===== src/rtl/uart_rx.sv =====
// uart_rx: 8N1 serial receiver with mid-bit sampling, start/stop validation,
// a show-ahead receive FIFO and sticky, CPU-clearable overrun/framing flags.
module uart_rx #(
  parameter int CLKS_PER_BIT = 868,
  parameter int FIFO_DEPTH   = 4
) (
  input  logic       sys_clk_i,
  input  logic       sys_rst_i,
  input  logic       uart_rx_i,
  input  logic       uart_rd_i,
  input  logic       uart_err_clr_i,
  output logic [7:0] uart_dat_o,
  output logic       uart_valid_o,
  output logic       uart_ovr_o,
  output logic       uart_ferr_o,
  output logic       uart_busy_o
);

  localparam int AW = (FIFO_DEPTH > 1) ? $clog2(FIFO_DEPTH) : 1;
  localparam int CW = $clog2(CLKS_PER_BIT);

  localparam logic [CW-1:0] BIT_LAST  = CW'(CLKS_PER_BIT - 1);
  localparam logic [CW-1:0] HALF_LAST = CW'(CLKS_PER_BIT / 2 - 1);
  localparam logic [CW-1:0] CNT_ZERO  = CW'(0);
  localparam logic [CW-1:0] CNT_ONE   = CW'(1);
  localparam logic [AW:0]   PTR_ZERO  = (AW + 1)'(0);
  localparam logic [AW:0]   PTR_ONE   = (AW + 1)'(1);
  localparam logic [AW:0]   DEPTH     = (AW + 1)'(FIFO_DEPTH);

  typedef enum logic [1:0] {
    IDLE  = 2'd0,
    START = 2'd1,
    DATA  = 2'd2,
    STOP  = 2'd3
  } state_t;

  // Synchronizer and edge-detect history
  logic r_sync1;
  logic r_sync2;
  logic r_prev;

  // Receiver FSM state
  state_t        r_state;
  logic [CW-1:0] r_cnt;
  logic [2:0]    r_idx;
  logic [7:0]    r_shift;
  logic          r_busy;

  // FIFO storage and pointers (one extra bit separates full from empty)
  logic [7:0]  r_mem [FIFO_DEPTH];
  logic [AW:0] r_wr_ptr;
  logic [AW:0] r_rd_ptr;

  // Sticky error flags
  logic r_ovr;
  logic r_ferr;

  // Combinational decode
  logic        w_fall;
  logic        w_stop_sample;
  logic        w_push;
  logic        w_ferr_set;
  logic [AW:0] w_count;
  logic        w_empty;
  logic        w_full;
  logic        w_pop;
  logic        w_wr_en;
  logic        w_ovr_set;

  // Line is "falling" only when the previous synchronized sample was high,
  // so a line held low (break) never starts a frame.
  assign w_fall        = r_prev & ~r_sync2;
  assign w_stop_sample = (r_state == STOP) && (r_cnt == BIT_LAST);
  assign w_push        = w_stop_sample & r_sync2;
  assign w_ferr_set    = w_stop_sample & ~r_sync2;

  assign w_count   = r_wr_ptr - r_rd_ptr;
  assign w_empty   = (w_count == PTR_ZERO);
  assign w_full    = (w_count == DEPTH);
  assign w_pop     = uart_rd_i & ~w_empty;
  // A pop in the same cycle frees the slot, so a push into a full FIFO
  // still succeeds when the head is being read.
  assign w_wr_en   = w_push & (~w_full | w_pop);
  assign w_ovr_set = w_push & w_full & ~w_pop;

  // Two-flop synchronizer on the serial line plus a history flop for edges
  always_ff @(posedge sys_clk_i or posedge sys_rst_i) begin
    if (sys_rst_i) begin
      r_sync1 <= 1'b1;
      r_sync2 <= 1'b1;
      r_prev  <= 1'b1;
    end else begin
      r_sync1 <= uart_rx_i;
      r_sync2 <= r_sync1;
      r_prev  <= r_sync2;
    end
  end

  // Frame FSM: half-bit start qualification, 8 LSB-first data bits, stop check
  always_ff @(posedge sys_clk_i or posedge sys_rst_i) begin
    if (sys_rst_i) begin
      r_state <= IDLE;
      r_cnt   <= CNT_ZERO;
      r_idx   <= 3'd0;
      r_shift <= 8'h00;
      r_busy  <= 1'b0;
    end else begin
      case (r_state)
        IDLE: begin
          if (w_fall) begin
            r_state <= START;
            r_cnt   <= CNT_ZERO;
            r_busy  <= 1'b1;
          end else begin
            r_busy  <= 1'b0;
          end
        end
        START: begin
          if (r_cnt == HALF_LAST) begin
            if (!r_sync2) begin
              r_state <= DATA;
              r_cnt   <= CNT_ZERO;
              r_idx   <= 3'd0;
            end else begin
              // Line went back high before mid-start: treat as a glitch
              r_state <= IDLE;
              r_cnt   <= CNT_ZERO;
              r_busy  <= 1'b0;
            end
          end else begin
            r_cnt <= r_cnt + CNT_ONE;
          end
        end
        DATA: begin
          if (r_cnt == BIT_LAST) begin
            r_cnt   <= CNT_ZERO;
            r_shift <= {r_sync2, r_shift[7:1]};
            if (r_idx == 3'd7) begin
              r_state <= STOP;
            end else begin
              r_idx <= r_idx + 3'd1;
            end
          end else begin
            r_cnt <= r_cnt + CNT_ONE;
          end
        end
        STOP: begin
          if (r_cnt == BIT_LAST) begin
            r_state <= IDLE;
            r_cnt   <= CNT_ZERO;
            r_busy  <= 1'b0;
          end else begin
            r_cnt <= r_cnt + CNT_ONE;
          end
        end
        default: begin
          r_state <= IDLE;
          r_cnt   <= CNT_ZERO;
          r_idx   <= 3'd0;
          r_busy  <= 1'b0;
        end
      endcase
    end
  end

  // Receive FIFO: write completed bytes, advance read pointer on CPU pop
  always_ff @(posedge sys_clk_i or posedge sys_rst_i) begin
    if (sys_rst_i) begin
      r_wr_ptr <= PTR_ZERO;
      r_rd_ptr <= PTR_ZERO;
      for (int i = 0; i < FIFO_DEPTH; i++) begin
        r_mem[i] <= 8'h00;
      end
    end else begin
      if (w_wr_en) begin
        r_mem[r_wr_ptr[AW-1:0]] <= r_shift;
        r_wr_ptr                <= r_wr_ptr + PTR_ONE;
      end else begin
        r_wr_ptr <= r_wr_ptr;
      end
      if (w_pop) begin
        r_rd_ptr <= r_rd_ptr + PTR_ONE;
      end else begin
        r_rd_ptr <= r_rd_ptr;
      end
    end
  end

  // Sticky error flags; a set on the same edge as a clear takes priority
  always_ff @(posedge sys_clk_i or posedge sys_rst_i) begin
    if (sys_rst_i) begin
      r_ovr  <= 1'b0;
      r_ferr <= 1'b0;
    end else begin
      if (w_ovr_set) begin
        r_ovr <= 1'b1;
      end else if (uart_err_clr_i) begin
        r_ovr <= 1'b0;
      end else begin
        r_ovr <= r_ovr;
      end
      if (w_ferr_set) begin
        r_ferr <= 1'b1;
      end else if (uart_err_clr_i) begin
        r_ferr <= 1'b0;
      end else begin
        r_ferr <= r_ferr;
      end
    end
  end

  assign uart_dat_o   = w_empty ? 8'h00 : r_mem[r_rd_ptr[AW-1:0]];
  assign uart_valid_o = ~w_empty;
  assign uart_ovr_o   = r_ovr;
  assign uart_ferr_o  = r_ferr;
  assign uart_busy_o  = r_busy;

endmodule


===== config.mk =====
export PLATFORM = sky130hd
export DESIGN_NAME = uart_rx
export DESIGN_NICKNAME = d
export VERILOG_FILES = /design/src/rtl/uart_rx.sv
export SDC_FILE = /design/constraint.sdc
export NUM_CORES = 1
export LEC_CHECK = 0
export CORE_UTILIZATION = 55
export CTS_BUF_LIST = sky130_fd_sc_hd__clkbuf_16
export DETAILED_ROUTE_END_ITERATION = 10
export PLACE_DENSITY = 0.74
export SYNTH_ARGS = -nofsm -noshare
export SYNTH_HDL_FRONTEND = slang
export SYNTH_SLANG_ARGS = --single-unit

===== constraint.sdc =====
create_clock -name sys_clk_i -period 5.4 [get_ports sys_clk_i]
set_input_delay 1.62 -clock sys_clk_i [delete_from_list [all_inputs] [get_ports sys_clk_i]]
set_output_delay 1.62 -clock sys_clk_i [all_outputs]
set_load 0.005 [all_outputs]

Word level (Yosys, flattened, before mapping)
Cells that the tools add are included.

Bits in registers: 67. Memories: 0. Latch bits: 0. Input bits: 5. Bits in read-only memories: 0. Bits in writable memories: 0. Output and inout bits: 12.

Mux-type cells: 31. $mul: 0. $add $sub $neg: 5. Div/mod/pow operators: 0. $lt $le $gt $ge: 3. Bitwise gates (word level): 14. Reductions and logical operators: 13. Equality and inequality tests: 15. Shift operators: 0.

Operator list (count): 32-bit bitwise mux (1); 8-bit 2-to-1 mux (4); 10-bit 2-to-1 mux (3); 10-bit case mux with 3 select lines (1); 8-bit binary-select mux with 2-bit select (1); 8-bit demux with 2-bit select (1); 2-bit inequality test (second input constant) (7); 2-bit 2-to-1 mux (6); 3-bit 2-to-1 mux (4); 10-bit by 1-bit adder with 10-bit output (second input constant) (1); 10-bit equality test (second input constant) (1); 10-bit by 9-bit equality test with 1-bit output (second input constant) (1); 5-bit AND reduction (2); 3-bit by 1-bit adder with 3-bit output (second input constant) (3); 2-bit case mux with 4 select lines (1); 1-bit AND (7); 1-bit 2-to-1 mux (7); 3-bit equality test (second input constant) (2); 3-bit greater-or-equal comparator (second input constant) (2); 2-bit NOT with 3-bit output (2); 3-bit case mux with 2 select lines (1); 2-bit nonzero test (3); 2-bit equality test (second input constant) (2); 1-bit NOT (4); other kinds (13) (14).

Depth between registers and ports, before layout
Gate-level depths: netlist of the first run.

Word-level depth: 7. Depth in mapped cells: 8.

Least setup slack after synthesis of the first run
OpenSTA, ideal clock, no wires.

Path type: register to output. Start: register r_rd_ptr[1]. End: output port uart_dat_o[0]. Slack: 1.955 ns. Path buffers: 2. Data arrival time: 1.825 ns. Stages on the path, launching flop included: 9. Data required time: 3.780 ns. Path through: dfrtp_1 > clkbuf_1 > inv_1 > ha_1 > nor2b_1 > xnor2_2 > and3_1 > clkbuf_1 > nor2b_1.

Cells in the longest elaborated chain, start to end: 5. Elaborated cells on any way between the ends: 7. Those cells by class: add/sub (1); mux (4); bitwise (1); reduce/logical (1).

Ends and longest elaborated chain: from (decl) (RTL line 52) `logic [AW:0] r_rd_ptr;`; from (signal assigned) (RTL line 182) `r_rd_ptr <= r_rd_ptr + PTR_ONE;`; from (signal assigned) (RTL line 184) `r_rd_ptr <= r_rd_ptr;`; branches (longest 4 deep; another with 3-bit subtractor); 8-bit 2-to-1 mux (*) (RTL line 212) `assign uart_dat_o = w_empty ? 8'h00 : r_mem[r_rd_ptr[AW-1:0]];`; to (decl) (RTL line 12) `output logic [7:0] uart_dat_o,`.

Mark *: on every way between the ends. The select of a mux whose other input is x is not followed.

Worst setup path in the final report of the first run
Start: register r_rd_ptr[0]. End: output port uart_dat_o[4].

Same word-level chain as after synthesis.

==> results of run 1 <==
[cell families (layout without fill, tap and decap cells)]
family | count (synthesis) | count (layout)
AO/OA/AOI/OAI | 29 | 29
XOR/XNOR | 8 | 8
adder cells (fa/ha/maj) | 11 | 11
buffers and inverters | 22 | 45
flip-flops | 67 | 67
multiplexers | 54 | 54
AND/OR/NAND/NOR | 66 | 66
[power groups by stage]
stage	combinational (W)	sequential (W)	clock, W
CTS	0.000193	0.000579	0.000574
global placement	0.000186	0.000586	0
global route	0.000214	0.000587	0.000591
detailed placement	0.000191	0.000587	0
finish	0.000192	0.000579	0.000563
floorplan	0.000184	0.000547	0
[worst min-delay path by stage]
| stage | to | slack (ns) | depth (start not counted) |
|---|---|---|---|
| floorplan | r_sync2 | 0.35 | 0 |
| global placement | r_sync2 | 0.35 | 0 |
| detailed placement | r_sync2 | 0.35 | 0 |
| CTS | r_sync2 | 0.35 | 0 |
| global route | r_sync2 | 0.36 | 0 |
| finish | r_sync2 | 0.36 | 0 |
[synth_stat cells (3+ instances only)]
cell type,count
dfrtp_1,64
inv_1,12
mux4_2,8
nor2_1,6
mux2_2,43
nor4_1,4
nor2b_1,10
xor2_1,4
xnor2_1,3
a31oi_1,3
o211ai_2,3
nand3_1,10
a22o_1,4
and3_1,3
nand2_1,14
ha_1,11
buf_2,4
o21ai_0,9
dfstp_2,3
nand4_1,3
[state kept, by name, summed over array words and instances, names as in the netlist, named ones only]
| name | cells |
|---|---|
| r_cnt | 10 |
| r_idx | 3 |
| r_mem | 32 |
| r_prev | 1 |
| r_rd_ptr | 3 |
| r_shift | 8 |
| r_state | 1 |
| r_sync1 | 1 |
| r_sync2 | 1 |
| r_wr_ptr | 3 |
| uart_busy_o | 1 |
| uart_ferr_o | 1 |
| uart_ovr_o | 1 |
[worst register-to-register path, stage by stage (launching register included)]
cell      delay (ns)
dfrtp_1         0.74
ha_1            0.25
nor2b_1         0.21
xnor2_2         0.19
o211ai_2        0.57
mux2_2          0.41
[per-layer routing]
| layer | share of wire, % | GRT usage [%] | wire length (µm) | up-vias |
|---|---|---|---|---|
| li1 | - | - | - | 976 |
| met1 | 50 | 33.0 | 3040 | 1027 |
| met2 | 45 | 31.7 | 2720 | 29 |
| met3 | 3.2 | 5.49 | 193 | 9 |
| met4 | 1.5 | 8.18 | 89 | 0 |
| met5 | 0 | 0 | 0 | - |
[stage by stage]
step	setup slack (ns)	hold WS (ns)	power [W]	cells
after floorplan	1.95	0.345	0.000731	257
after global placement	1.31	0.346	0.000772	336
after detailed placement	1.26	0.348	0.000778	336
after CTS	0.908	0.353	0.00135	352
after global routing	0.682	0.361	0.00139	352
final	0.940	0.356	0.00133	352
[final cells by class]
type                    count  share of cell area [%]
clock inverters             7                    1.61
clock buffers               9                    5.92
repair buffers             17                    4.41
flip-flops and latches     67                    44.2
well taps                  72                    2.37
multi-input cells         168                    40.3
inverters                  12                    1.18
==> run summary, run 1 <==
Status -> complete, no violations
Syn Inst Count -> 257
Endpoints failing setup -> 0
Worst-Skew Late Latency -> 0.33 ns
FFs w/ async S/R, synth -> 100%
Post-cts gate resize count -> 0
Cell class contributing the biggest share of worst-path delay -> simple AND/OR/NAND/NOR gates
CP arrival -> 2.84 ns
Clock skew after layout -> 0.00554 ns
Postcts setup bufs -> 0
#FFs+latches synth -> 67
CTS root buf -> clkbuf_16
Synth top area cells -> dfrtp_1 (48%), mux2_2 (15%), mux4_2 (5.4%), ha_1 (4.1%), dfstp_2 (2.4%)
Total track usage -> 22.3%
# nets final -> 291
Residual DRC -> 0
Pins Over Slew Limit -> 0
Area Growth Syn to Fin -> 14.6%
Max-Cap Viols -> 0
Reg power frac -> 43.4%
Tightest Pin Transition -> 1.01 ns
GP Congestion -> 0.791
Most frequent cells in the layout -> dfrtp_1 (64), mux2_2 (43), clkdlybuf4s50_1 (16), nand2_1 (14), inv_1 (13)
CP bufs+invs -> 1
H-Tree Depth -> 3
R2R depth -> 5
Adder and majority gate portion of the synthesized area -> 4.15%
Longest Clk Path Bufs -> 2
Crit-path most repeated cell -> nor2b_1
Main combinational cell family by area after synthesis -> multiplexers
Overflow after GRT -> 0
Critical path required time -> 3.78 ns
WL per Instance -> 17.2 µm
Post-Synth Simple-Gate Area -> 11.5%
RR Endpoint -> r_mem[20]
CTS buffer count -> 9
Fmax -> 224 MHz
Final hold vios -> 0
Pint -> 0.000962 W
Filler Cell Count -> 412
Util after Layout -> 67.0%
Clock share of power -> 42.2%
Reg2reg start -> r_rd_ptr[0]
DR iter-0 viols -> 90
Vias in the first global route -> 2074
Mux cell area share after synthesis -> 21.1%
Hold Path Class -> reg -> reg
Comb power frac -> 14.4%
Post-synth cell types -> 49
Die ar. -> 0.00635 mm²
Final ANT Viol Nets -> 0
Worst vdd ir -> 0.219 mV
Vias/cell -> 5.80
First-pass GRT wire length -> 10400 µm
CP startpoint kind -> flip-flop
Buffers on Ports -> 16
Max-slew headroom at the worst pin -> 32.3%
Post-CTS Hold Buffers -> 0
Worst Setup End Kind -> output port
Area share of the largest cell type after synthesis -> 48.3%
Largest net degree at the start of global routing -> 51
P_leak -> 1.79 nW
Flop-to-flop setup slack -> 2.91 ns
Syn_nets -> 273
Initial antenna violation count -> 0
Number of synthesized flops with an enable pin -> 0
Synthesis warning total -> 0
Worst path cell trace -> ha_1, nor2b_1, xnor2_2, and3_1, nor2b_1, clkdlybuf4s50_1
Final worst path period need -> 4.46 ns
Crit Path Category -> reg -> out
Cell area after synthesis -> 0.00332 mm²
Post-synthesis sequential area ratio -> 50.6%
FF/Latch Area -> 0.00168 mm²
CP endpoint -> uart_dat_o[4]
Placed inst area -> 0.00352 mm²
Psw -> 0.000371 W
Post-synth top area cell -> dfrtp_1
Total Wirelength -> 6040 µm
Diode count -> 0
Sw Share -> 27.8%
Critical Path Source -> r_rd_ptr[0]
Initial Util -> 58.5%
Die X -> 79.7 µm
Hold Path Origin -> r_sync1
CP Max Fanout -> 11
Die height -> 79.7 µm
Core Box Area -> 0.00568 mm²
Final worst path period share -> 82.6%
Multi-input gate area -> 0.00153 mm²
RSZ-0062 raised after global routing -> false
Clock transition at path regs -> 0.05 ns
Commonest non-fill, non-tap cell in the layout -> dfrtp_1
Xor-xnor portion of the synthesized cell area -> 2.34%
Crit path depth -> 6
Synth Area in Compound Gates -> 7.13%
Cell Pwr Density -> 351 mW/mm²
# IOs -> 17
CP max-delay cell -> dfrtp_1
Pre-antenna DRT Iters -> 4
Crit path largest cell delay -> 0.60 ns
Cell area after layout -> 0.00380 mm²
Vias post-DR -> 2041
TritonCTS clock tree -> built
DPL Wire Length -> 3930 µm
TNS Setup -> 0 ns
CTS sink cnt -> 67
Row Count -> 27
Synth Flop Type -> dfrtp_1
Syn_area_per_cell -> 12.9 µm²
Share of layout cells above drive strength 1 -> 30.0%
(Power assumes the default switching activity.)
==> run 2: changes to the inputs <==
--- a/config.mk
+++ b/config.mk
@@ -5,10 +5,10 @@
 export SDC_FILE = /design/constraint.sdc
 export NUM_CORES = 1
 export LEC_CHECK = 0
-export CORE_UTILIZATION = 55
+export CORE_UTILIZATION = 54
 export CTS_BUF_LIST = sky130_fd_sc_hd__clkbuf_16
 export DETAILED_ROUTE_END_ITERATION = 10
-export PLACE_DENSITY = 0.74
+export PLACE_DENSITY = 0.76
 export SYNTH_ARGS = -nofsm -noshare
 export SYNTH_HDL_FRONTEND = slang
 export SYNTH_SLANG_ARGS = --single-unit
==> constraint.sdc (replaced) <==
create_clock -name sys_clk_i -period 4.1 [get_ports sys_clk_i]
set_input_delay 1.23 -clock sys_clk_i [delete_from_list [all_inputs] [get_ports sys_clk_i]]
set_output_delay 1.23 -clock sys_clk_i [all_outputs]
set_load 0.005 [all_outputs]
==> run 2 against run 1 <==
  * Combinational power increased by 48%
  * Largest power group unchanged
  * Sequential cell count unchanged
  * Clock skew increased by 0.0014 ns
  * Clock power increased by 30%
  * Worst hold slack got worse by 0.0023 ns
  * Worst setup slack got worse by 0.73 ns
  * Non-clock buffer count increased by 1
  * Sequential power increased by 27%
  * Critical endpoint is now uart_dat_o[6]
  * Count of clock-buffer cells in the layout unchanged
  * Register-to-register slack got worse by 1.3 ns
==> run summary, run 2 (synthesis results as in run 1) <==
Status -> complete, no violations
Core Box Area -> 0.00592 mm² (+4.3%)
Post-CTS Hold Buffers -> 0 (unchanged)
DR iter-0 viols -> 88 (-2.2%)
Util after Layout -> 64.4% (-2.6 points)
Post-placement worst setup slack -> 0.503 ns (-0.761 ns)
Final hold vios -> 0 (unchanged)
Pre-antenna DRT Iters -> 4 (unchanged)
Die X -> 80.4 µm (+0.90%)
Critical Path Source -> r_rd_ptr[1]
Commonest non-fill, non-tap cell in the layout -> dfrtp_1
Placed inst area -> 0.00353 mm² (+0.32%)
WL per Instance -> 17.5 µm (+2.0%)
Residual DRC -> 0 (unchanged)
Inst Count DP -> 340 (+1.2%)
RSZ-0062 raised after global routing -> false
Worst-Skew Late Latency -> 0.33 ns (about the same)
Row Count -> 28 (+3.7%)
Initial antenna violation count -> 0 (unchanged)
# IOs -> 17 (unchanged)
Max-Cap Viols -> 0 (unchanged)
Vias post-DR -> 2062 (+1.0%)
Number of flip-flops in the largest register -> 32 (unchanged)
CP arrival -> 2.66 ns (-0.18 ns)
Filler Cell Count -> 442 (+7.3%)
Critical path required time -> 2.87 ns (-0.91 ns)
Total Wirelength -> 6220 µm (+2.9%)
Endpoints failing setup -> 0 (unchanged)
Clock skew after layout -> 0.00699 ns (+0.00144 ns)
Diode count -> 0 (unchanged)
Buffers on Ports -> 16 (unchanged)
Final ANT Viol Nets -> 0 (unchanged)
Longest Clk Path Bufs -> 2 (unchanged)
Final worst path period share -> 95.0%
Vias in the first global route -> 2058 (-0.77%)
# nets final -> 292 (+0.34%)
Cell area after layout -> 0.00381 mm² (+0.23%)
CP Max Fanout -> 11 (unchanged)
Largest net degree at the start of global routing -> 68 (+33%)
P_leak -> 1.77 nW (-0.83%)
Cell Pwr Density -> 460 mW/mm² (+31%)
Initial Util -> 56.0% (-2.4 points)
Overflow after GRT -> 0 (unchanged)
Share of layout cells above drive strength 1 -> 30.4% (+0.36 points)
Die ar. -> 0.00646 mm² (+1.8%)
Worst vdd ir -> 0.285 mV (+30%)
Vias/cell -> 5.81 (+0.18%)
Worst Setup End Kind -> output port
First-pass GRT wire length -> 10300 µm (-1.1%)
Total track usage -> 21.6% (-0.67 points)
Most frequent cells in the layout -> dfrtp_1 (64), mux2_2 (43), clkdlybuf4s50_1 (16), nand2_1 (14)
Min setup slack post-route -> 0.206 ns (-0.733 ns)
H-Tree Depth -> 3 (unchanged)
Pins Over Slew Limit -> 0 (unchanged)
TNS Setup -> 0 ns (unchanged)
GP Congestion -> 0.782 (-1.1%)
CTS root buf -> clkbuf_16
Biggest regs -> r_mem x32, r_cnt x10, r_shift x8
Crit Path Category -> reg -> out
DPL Wire Length -> 3960 µm (+0.69%)
Finished Layout Cells -> 355 (+0.85%)
Reg2reg start -> r_rd_ptr[1]
Hold Path Class -> reg -> reg
Final worst path period need -> 3.89 ns
Hold Path Origin -> r_sync1
Max-slew headroom at the worst pin -> 44.1% (+12 points)
Fmax -> 257 MHz
Area Growth Syn to Fin -> 14.9%
Clock transition at path regs -> 0.05 ns (about the same)
Die height -> 80.4 µm (+0.90%)
TritonCTS clock tree -> built
Tightest Pin Transition -> 0.838 ns (-0.175 ns)
Most flops, register -> r_mem
CTS sink cnt -> 67 (unchanged)
CP startpoint kind -> flip-flop
CTS buffer count -> 9 (unchanged)
run 2: cell count changes in the layout (fill, tap and decap cells not counted), sizes merged:
cell,delta
clkinv,-1
buf,+1
clkinvlp,+2
inv,-2
run 2: path summary, 6_finish.rpt:
kind / cells after the start / end / slack, ns
max: 7 / uart_dat_o[6] / 0.21
min: 0 / r_sync2 / 0.35
max reg2reg: 5 / r_mem[21] / 1.61
min reg2reg: 0 / r_sync2 / 0.35
max in group asynchronous: 3 / r_mem[3] / 2.08
min in group asynchronous: 3 / r_mem[13] / 1.46
run 2: metrics by stage:
| stage | total power (W) | hold slack [ns] |
|---|---|---|
| 2_1_floorplan | 0.000963 | 0.345 |
| 3_3_place_gp | 0.00102 | 0.346 |
| 3_5_place_dp | 0.00103 | 0.347 |
| 4_1_cts | 0.00177 | 0.355 |
| 5_1_grt | 0.00183 | 0.363 |
| 6_report | 0.00175 | 0.354 |
run 2: what timing repair did:
action | 4_1_cts | 5_1_grt
buffers inserted | 0 | 0
resized for setup | 0 | 1
setup endpoints to repair | 0 | 5
run 2: cell type report:
cell class / count / area [µm²] / share of cell area, %
inverters: 12 / 45.0 / 1.18
clock buffers: 9 / 225 / 5.91
clock inverters: 6 / 57.6 / 1.51
multi-input cells: 168 / 1540 / 40.3
well taps: 75 / 93.8 / 2.46
repair buffers: 18 / 175 / 4.59
flip-flops and latches: 67 / 1680 / 44.1
run 2: power breakdown:
part           total [W]  internal [W]  switching, W
combinational   0.000285      0.000120      0.000164
sequential      0.000737      0.000691     0.0000464
clock           0.000733      0.000461      0.000272
run 2: critical path: stages, from the launching register on:
cell,delay (ns)
dfrtp_1,0.64
inv_1,0.09
ha_1,0.19
nor2b_1,0.18
xnor2_2,0.20
and3_2,0.36
nor2b_1,0.15
clkdlybuf4s50_1,0.51
run 2: metal layers:
metal | up-vias | global-route usage (%) | wire [µm]
met2 | 27 | 34.2 | 2950
met4 | 0 | 10.5 | 142
met3 | 12 | 3.98 | 123
li1 | 975 | - | -
met5 | - | 0 | 0
met1 | 1048 | 28.7 | 3010
